--- config.mk ---
export PLATFORM = sky130hd
export DESIGN_NAME = demux_serial_dispatcher
export DESIGN_NICKNAME = d
export VERILOG_FILES = /design/src/rtl/demux_serial_dispatcher.sv
export SDC_FILE = /design/constraint.sdc
export NUM_CORES = 1
export LEC_CHECK = 0
export CAP_MARGIN = 0
export CORE_UTILIZATION = 40
export DETAILED_ROUTE_END_ITERATION = 6
export PLACE_DENSITY_LB_ADDON = 0.2
export REMOVE_ABC_BUFFERS = 1
export SETUP_SLACK_MARGIN = 0.3
export SLEW_MARGIN = 20
export SYNTH_ARGS = -nofsm -noshare
export SYNTH_HDL_FRONTEND = slang
export SYNTH_SLANG_ARGS = --single-unit
--- constraint.sdc ---
create_clock -name clk -period 1.8 [get_ports clk]
set_clock_uncertainty 0.05 [all_clocks]
set_input_delay 0.27 -clock clk [delete_from_list [all_inputs] [get_ports clk]]
set_output_delay 0.27 -clock clk [all_outputs]
set_load 0.03 [all_outputs]
--- src/rtl/demux_serial_dispatcher.sv ---
// Serializes addressed words LSB-first onto din with a frame-stable channel select for a 1-to-8 demux.
// Optional build macro DEMUX_DISPATCH_PARITY_EN appends an even-parity bit after the MSB of every frame.
module demux_serial_dispatcher #(
  parameter int DATA_W     = 8,
  parameter int GAP_CYCLES = 1
) (
  input  logic              clk,
  input  logic              rst_n,
  input  logic              in_valid,
  output logic              in_ready,
  input  logic [DATA_W-1:0] in_data,
  input  logic [2:0]        in_dest,
  output logic              din,
  output logic [2:0]        sel,
  output logic              frame_active,
  output logic              frame_done
);

`ifdef DEMUX_DISPATCH_PARITY_EN
  localparam int FRAME_LEN = DATA_W + 1;
`else
  localparam int FRAME_LEN = DATA_W;
`endif

  localparam int CNT_W = $clog2(FRAME_LEN + 1);
  localparam int GAP_W = $clog2(GAP_CYCLES + 2);

  localparam logic [CNT_W-1:0] LAST_BIT = CNT_W'(FRAME_LEN - 1);
  localparam logic [CNT_W-1:0] PRE_LAST = CNT_W'(FRAME_LEN - 2);
  localparam logic [GAP_W-1:0] GAP_LAST = GAP_W'((GAP_CYCLES > 0) ? GAP_CYCLES - 1 : 0);

`ifdef DEMUX_DISPATCH_PARITY_EN
  localparam logic [CNT_W-1:0] MSB_BIT = CNT_W'(DATA_W - 1);
  logic parity_bit;
`endif

  typedef enum logic [1:0] {IDLE, SHIFT, GAP} state_t;

  state_t            state;
  logic [DATA_W-1:0] shift_reg;
  logic [CNT_W-1:0]  bit_cnt;
  logic [GAP_W-1:0]  gap_cnt;

  assign in_ready = (state == IDLE);

  // din is registered one bit ahead: the accept edge already loads in_data[0],
  // so shift_reg holds only the bits still to be sent.
  always_ff @(posedge clk or negedge rst_n) begin
    if (!rst_n) begin
      state        <= IDLE;
      shift_reg    <= '0;
      bit_cnt      <= '0;
      gap_cnt      <= '0;
      din          <= 1'b0;
      sel          <= 3'd0;
      frame_active <= 1'b0;
      frame_done   <= 1'b0;
`ifdef DEMUX_DISPATCH_PARITY_EN
      parity_bit   <= 1'b0;
`endif
    end else begin
      case (state)
        IDLE: begin
          din          <= 1'b0;
          frame_active <= 1'b0;
          frame_done   <= 1'b0;
          if (in_valid) begin
            shift_reg    <= in_data >> 1;
            din          <= in_data[0];
            sel          <= in_dest;
            bit_cnt      <= '0;
            frame_active <= 1'b1;
`ifdef DEMUX_DISPATCH_PARITY_EN
            parity_bit   <= ^in_data;
`endif
            state        <= SHIFT;
          end
        end

        SHIFT: begin
          if (bit_cnt == LAST_BIT) begin
            din          <= 1'b0;
            frame_active <= 1'b0;
            frame_done   <= 1'b0;
            gap_cnt      <= '0;
            state        <= (GAP_CYCLES > 0) ? GAP : IDLE;
          end else begin
            bit_cnt    <= bit_cnt + CNT_W'(1);
            frame_done <= (bit_cnt == PRE_LAST);
            shift_reg  <= shift_reg >> 1;
`ifdef DEMUX_DISPATCH_PARITY_EN
            din        <= (bit_cnt == MSB_BIT) ? parity_bit : shift_reg[0];
`else
            din        <= shift_reg[0];
`endif
          end
        end

        GAP: begin
          din          <= 1'b0;
          frame_active <= 1'b0;
          frame_done   <= 1'b0;
          if (gap_cnt == GAP_LAST) begin
            state <= IDLE;
          end else begin
            gap_cnt <= gap_cnt + GAP_W'(1);
          end
        end

        default: begin
          state <= IDLE;
        end
      endcase
    end
  end

endmodule
# Word-level counts from Yosys, hierarchy flattened
# Index checks and enable logic that the tools add are counted.
dict set report word_totals {
  reg_bits 22
  output_inout_bits 7
  word_cells 52
}
dict set report op_classes {
  add_sub_neg 2
  n_reduce_logical 12
  mux 21
  eq_ne 9
}
# cell n
set op_table {}
lappend op_table {{$mux 8} 2}
lappend op_table {{$pmux 8 s2} 1}
lappend op_table {{$mux 2} 5}
lappend op_table {{$ne 2x2->1 const B} 5}
lappend op_table {{$reduce_and 3->1} 3}
lappend op_table {{$eq 4x3->1 const B} 2}
lappend op_table {{$mux 4} 2}
lappend op_table {{$pmux 4 s2} 1}
lappend op_table {{$pmux 1 s3} 2}
lappend op_table {{$pmux 2 s3} 1}
lappend op_table {{$reduce_bool 2->1} 3}
lappend op_table {{$mux 1} 5}
lappend op_table {{$add 4x1->4 const B} 1}
lappend op_table {{$logic_not 2->1} 2}
lappend op_table {{$pmux 2 s2} 1}
lappend op_table {{$reduce_and 2->1} 2}
lappend op_table {{$reduce_bool 3->1} 1}
lappend op_table {{$add 2x1->2 const B} 1}
lappend op_table {{$eq 2x1->1 const B} 1}
lappend op_table {{$eq 2x2->1 const B} 1}
lappend op_table {{$pmux 1 s2} 1}
lappend op_table {{$reduce_or 2->1} 1}

# Logic depth before layout (Yosys ltp)
dict set report depth {
  ltp_word 3
  mapped_depth 7
}

# Worst setup path after synthesis
# Ideal clock, no wire load.
dict set report synth_path {
  path_type {register to register}
  from {reg state[0]}
  to {reg bit_cnt[1]}
  setup_time_ps 125
  arrival_time_ps 1802
  path_slack_ps -178
  required_ps 1625
  path_stages_with_launch 7
  path_buffers 1
  path_cell_list {dfrtp_1 > inv_1 > ha_1 > mux2i_1 > o21bai_4 > buf_6 > mux2_4}
}
dict set report synth_between {
  elab_chain_cells 3
  elab_cells_between_ends 7
  classes_between {eq/ne: 3; mux: 1; reduce/logical: 3}
}
# item line
set synth_rtl {}
lappend synth_rtl {{start: declaration} 39} ;# state_t state;
lappend synth_rtl {{start signal: assignment} 86} ;# state <= (GAP_CYCLES > 0) ? GAP : IDLE;
lappend synth_rtl {{$logic_not 2->1 (*)} --}
lappend synth_rtl {{via in_ready} 10} ;# output logic in_ready,
lappend synth_rtl {{$ne 2x2->1 (no source line) or $reduce_bool 2->1 (tied branches)} --}
lappend synth_rtl {{$reduce_and 3->1 (no source line)} --}
lappend synth_rtl {{end signal: assignment} 88} ;# bit_cnt <= bit_cnt + CNT_W'(1);
lappend synth_rtl {{end: declaration} 41} ;# logic [CNT_W-1:0] bit_cnt;
# The timed path passes the listed nets; every way through them passes the cells marked *.
# A chain may end at the register's enable or synchronous reset.

# Final worst setup path
dict set report layout_path {
  from {reg state[0]}
  to {reg shift_reg[1]}
}
dict set report layout_between {
  elab_chain_cells 3
  elab_cells_between_ends 7
  classes_between {eq/ne: 3; mux: 1; reduce/logical: 3}
}
# item line
set layout_rtl {}
lappend layout_rtl {{$eq 2x1->1 or $logic_not 2->1 (tied branches)} 62} ;# case (state)
lappend layout_rtl {{$ne 2x2->1 (no source line) or $reduce_bool 2->1 (tied branches)} --}
lappend layout_rtl {{$reduce_and 3->1 (no source line)} --}
lappend layout_rtl {{end signal: assignment} 68} ;# shift_reg <= in_data >> 1;
lappend layout_rtl {{end signal: assignment} 90} ;# shift_reg <= shift_reg >> 1;
lappend layout_rtl {{end: declaration} 40} ;# logic [DATA_W-1:0] shift_reg;
# Several ways; a longest one is shown, not always the timed one.

==> results.sh <==
export IMPL_drt_pass1_iterations=6
export IMPL_cts_tree="done"
export IMPL_fillers=229
export IMPL_cts_max_level=1
export IMPL_violations="design-rule violations"
export IMPL_area_growth_pct=39.8
export IMPL_clk_pin_slew_worst_paths_ns=0.13
export IMPL_fin_crit_sh=0.980
export IMPL_dieHeight_um=57.4
export IMPL_grt_total_usage=0.166
export IMPL_multi_input_area_um2=721
export IMPL_initial_core_util=0.434
export IMPL_grt_pass1_wl_um=4170
export IMPL_io_pins=21
export IMPL_layout_commonest_cell="dfrtp_1"
export IMPL_relSlewSlack=0.778
export IMPL_yosys_mux_area_fraction=0.203
export IMPL_cp_cell_sequence="buf_6 > ha_4 > mux2i_2 > o21bai_4 > buf_12 > mux2_4"
export IMPL_synth_area_um2=1230
export IMPL_cp_end_kind="flop"
export IMPL_synth_area_per_cell_um2=11.7
export IMPL_drive_gt1_frac=0.390
export IMPL_overflow=0
export IMPL_status="finished with violations"
export IMPL_viasPerCell=5.33
export IMPL_synth_cell_types=27
export IMPL_cts_buffer_depth=2
export IMPL_synth_cells=105
export IMPL_antenna_left=0
export IMPL_fin_area_um2=1720
export IMPL_reg2reg_depth=6
export IMPL_antennaDiodeCount=0
export IMPL_slowest_stage="dfrtp_2"
export IMPL_min_period_ns=1.76
export IMPL_finalMaxSlewViolations=0
export IMPL_initialDrtViolationCount=53
export IMPL_avgRoutedWirePerCell_um=14.4
export IMPL_regToRegSetupSlack_ns=0.04
export IMPL_placed_area_um2=1500
export IMPL_seqCellArea_um2=527
export IMPL_place_gp_congestion=0.712
export IMPL_largest_reg_flops=7
export IMPL_synthAdderAreaFrac=0.0815
export IMPL_synth_warnings=0
export IMPL_vias=944
export IMPL_root_buffer="clkbuf_4"
export IMPL_cp_max_fo=8
export IMPL_leakage_nw=0.817
export IMPL_clkLatencyLatePin_ns=0.31
export IMPL_antenna_found_initial=0
export IMPL_grt_pass1_vias=902
export IMPL_num_rows=19
export IMPL_final_hold_violation_count=0
export IMPL_critPathRequiredTime_ns=1.94
export IMPL_numCtsBuffers=3
export IMPL_die_width_um=57.4
export IMPL_hold_path_class="input port to async pin"
export IMPL_ir_drop_mv=0.869
export IMPL_cts_num_sinks=21
export IMPL_hpwlAfterDp_um=1770
export IMPL_synth_top_family_by_area="multiplexers"
export IMPL_rsz0062_at_grt="true"
export IMPL_crit_path_max_incr_delay_ns=0.46
export IMPL_fin_util=0.607
export IMPL_tns_ns=0
export IMPL_fmax_mhz=567
export IMPL_yosysSeqAreaShare=0.428
export IMPL_yosys_register_bits=21
export IMPL_worstSetupStartpointType="flop"
export IMPL_grt_max_degree=22
export IMPL_port_buffers=20
export IMPL_drcViolationCount=1
export IMPL_core_area_um2=2830
export IMPL_setup_violations=0
export IMPL_r2r_end="shift_reg[1]"
export IMPL_nets=169
export IMPL_die_area_um2=3300
export IMPL_synth_simple_gate_area_frac=0.153
export IMPL_final_cell_mix="dfrtp_1 (20), clkdlybuf4s50_1 (13), buf_4 (13), mux2_2 (11), nand2_1 (8)"
export IMPL_synth_xor_area_frac=0
export IMPL_maxCapViolCount=0
export IMPL_worst_slew_pin_slew_ns=0.333
export IMPL_cp_arrival_ns=1.90
export IMPL_power_per_cell_area_nw_per_um2=1470
export IMPL_worstReg2RegStart="state[0]"
export IMPL_routed_wirelength_um=2540
export IMPL_synth_compound_area_frac=0.0957
export IMPL_critPathKind="flop to flop"
-- layout make-up --
cell class | instances | area share
timing repair buffer | 40 | 0.221
multi-input combinational | 75 | 0.420
inverter | 6 | 0.0146
clock buffer | 3 | 0.0131
sequential | 21 | 0.307
clock inverter | 1 | 0.00291
tap | 31 | 0.0226
-- Yosys cell counts --
library cell | n | area [um2]
dfrtp_1 | 21 | 526
nand2_1 | 8 | 30.0
and3_1 | 3 | 18.8
mux2i_1 | 2 | 20.0
mux2_4 | 7 | 105
nor3_1 | 3 | 15.0
nor3b_1 | 1 | 7.51
o211ai_1 | 3 | 22.5
o21bai_4 | 1 | 18.8
nand3b_4 | 1 | 20.0
nand4_1 | 2 | 12.5
o32a_1 | 1 | 10.0
a221oi_1 | 2 | 17.5
buf_4 | 2 | 15.0
nor2_1 | 3 | 11.3
inv_1 | 6 | 22.5
buf_6 | 1 | 11.3
a21o_1 | 1 | 7.51
nand4bb_1 | 1 | 11.3
mux2_2 | 11 | 124
ha_1 | 8 | 100
a21oi_1 | 5 | 25.0
nand3_1 | 2 | 10.0
nor2b_1 | 7 | 43.8
a211oi_1 | 1 | 7.51
or2b_1 | 1 | 7.51
o41ai_1 | 1 | 8.76
-- where the power goes --
part,internal [mW],switching (mW)
registers,0.653,0.119
logic,0.868,0.648
clock network,0.0828,0.147
total,1.60,0.914
-- per-layer routing --
metal,global-route usage,part of all wire,vias up,wire length [um]
met4,0.0627,0.015,0,38
met1,0.224,0.45,466,1140
li1,-,-,455,-
met2,0.271,0.51,19,1290
met5,0,0,-,0
met3,0.0204,0.028,4,71
-- critical path, delay by kind of cell (launching register included) --
family | cells | cell delay (ns)
mux | 2 | 0.51
flops | 1 | 0.46
buf+inv | 2 | 0.28
compound gates | 1 | 0.18
fa+ha+maj | 1 | 0.17
-- stage by stage --
step | instances | setup slack [ns] | hold slack [ns] | total power, mW
floorplan | 102 | -0.174 | -0.0756 | 1.61
global placement | 161 | 0.0634 | 0.420 | 1.96
detailed placement | 161 | 0.0177 | 0.422 | 2.01
CTS | 172 | 0.0793 | 0.241 | 2.42
global route | 177 | 0.0210 | 0.251 | 2.68
finish | 177 | 0.0365 | 0.240 | 2.52
-- how the worst max path moves through the flow --
| stage | from | depth (start not counted) | to | slack, ns |
|---|---|---|---|---|
| floorplan | state[1] | 5 | bit_cnt[1] | -0.17 |
| global placement | state[0] | 5 | shift_reg[1] | 0.06 |
| detailed placement | state[0] | 5 | shift_reg[1] | 0.02 |
| CTS | state[1] | 5 | shift_reg[1] | 0.08 |
| global route | state[0] | 6 | shift_reg[1] | 0.02 |
| finish | state[0] | 6 | shift_reg[1] | 0.04 |
-- cell families (layout without fill, tap and decap cells) --
kind of cell             Yosys count  count (layout)
AND/OR/NAND/NOR                   32              32
AO/OA/AOI/OAI                     15              15
buffers and inverters              9              50
flip-flops                        21              21
multiplexers                      20              20
adder cells (fa/ha/maj)            8               8
-- timing repair --
action / in CTS / in global routing
hold buffers: 0 / 0
setup buffers: 7 / 5
pin swaps: 2 / 7
setup endpoints to repair: 22 / 21
gates resized for setup: 15 / 14
(Power assumes the default switching activity.)
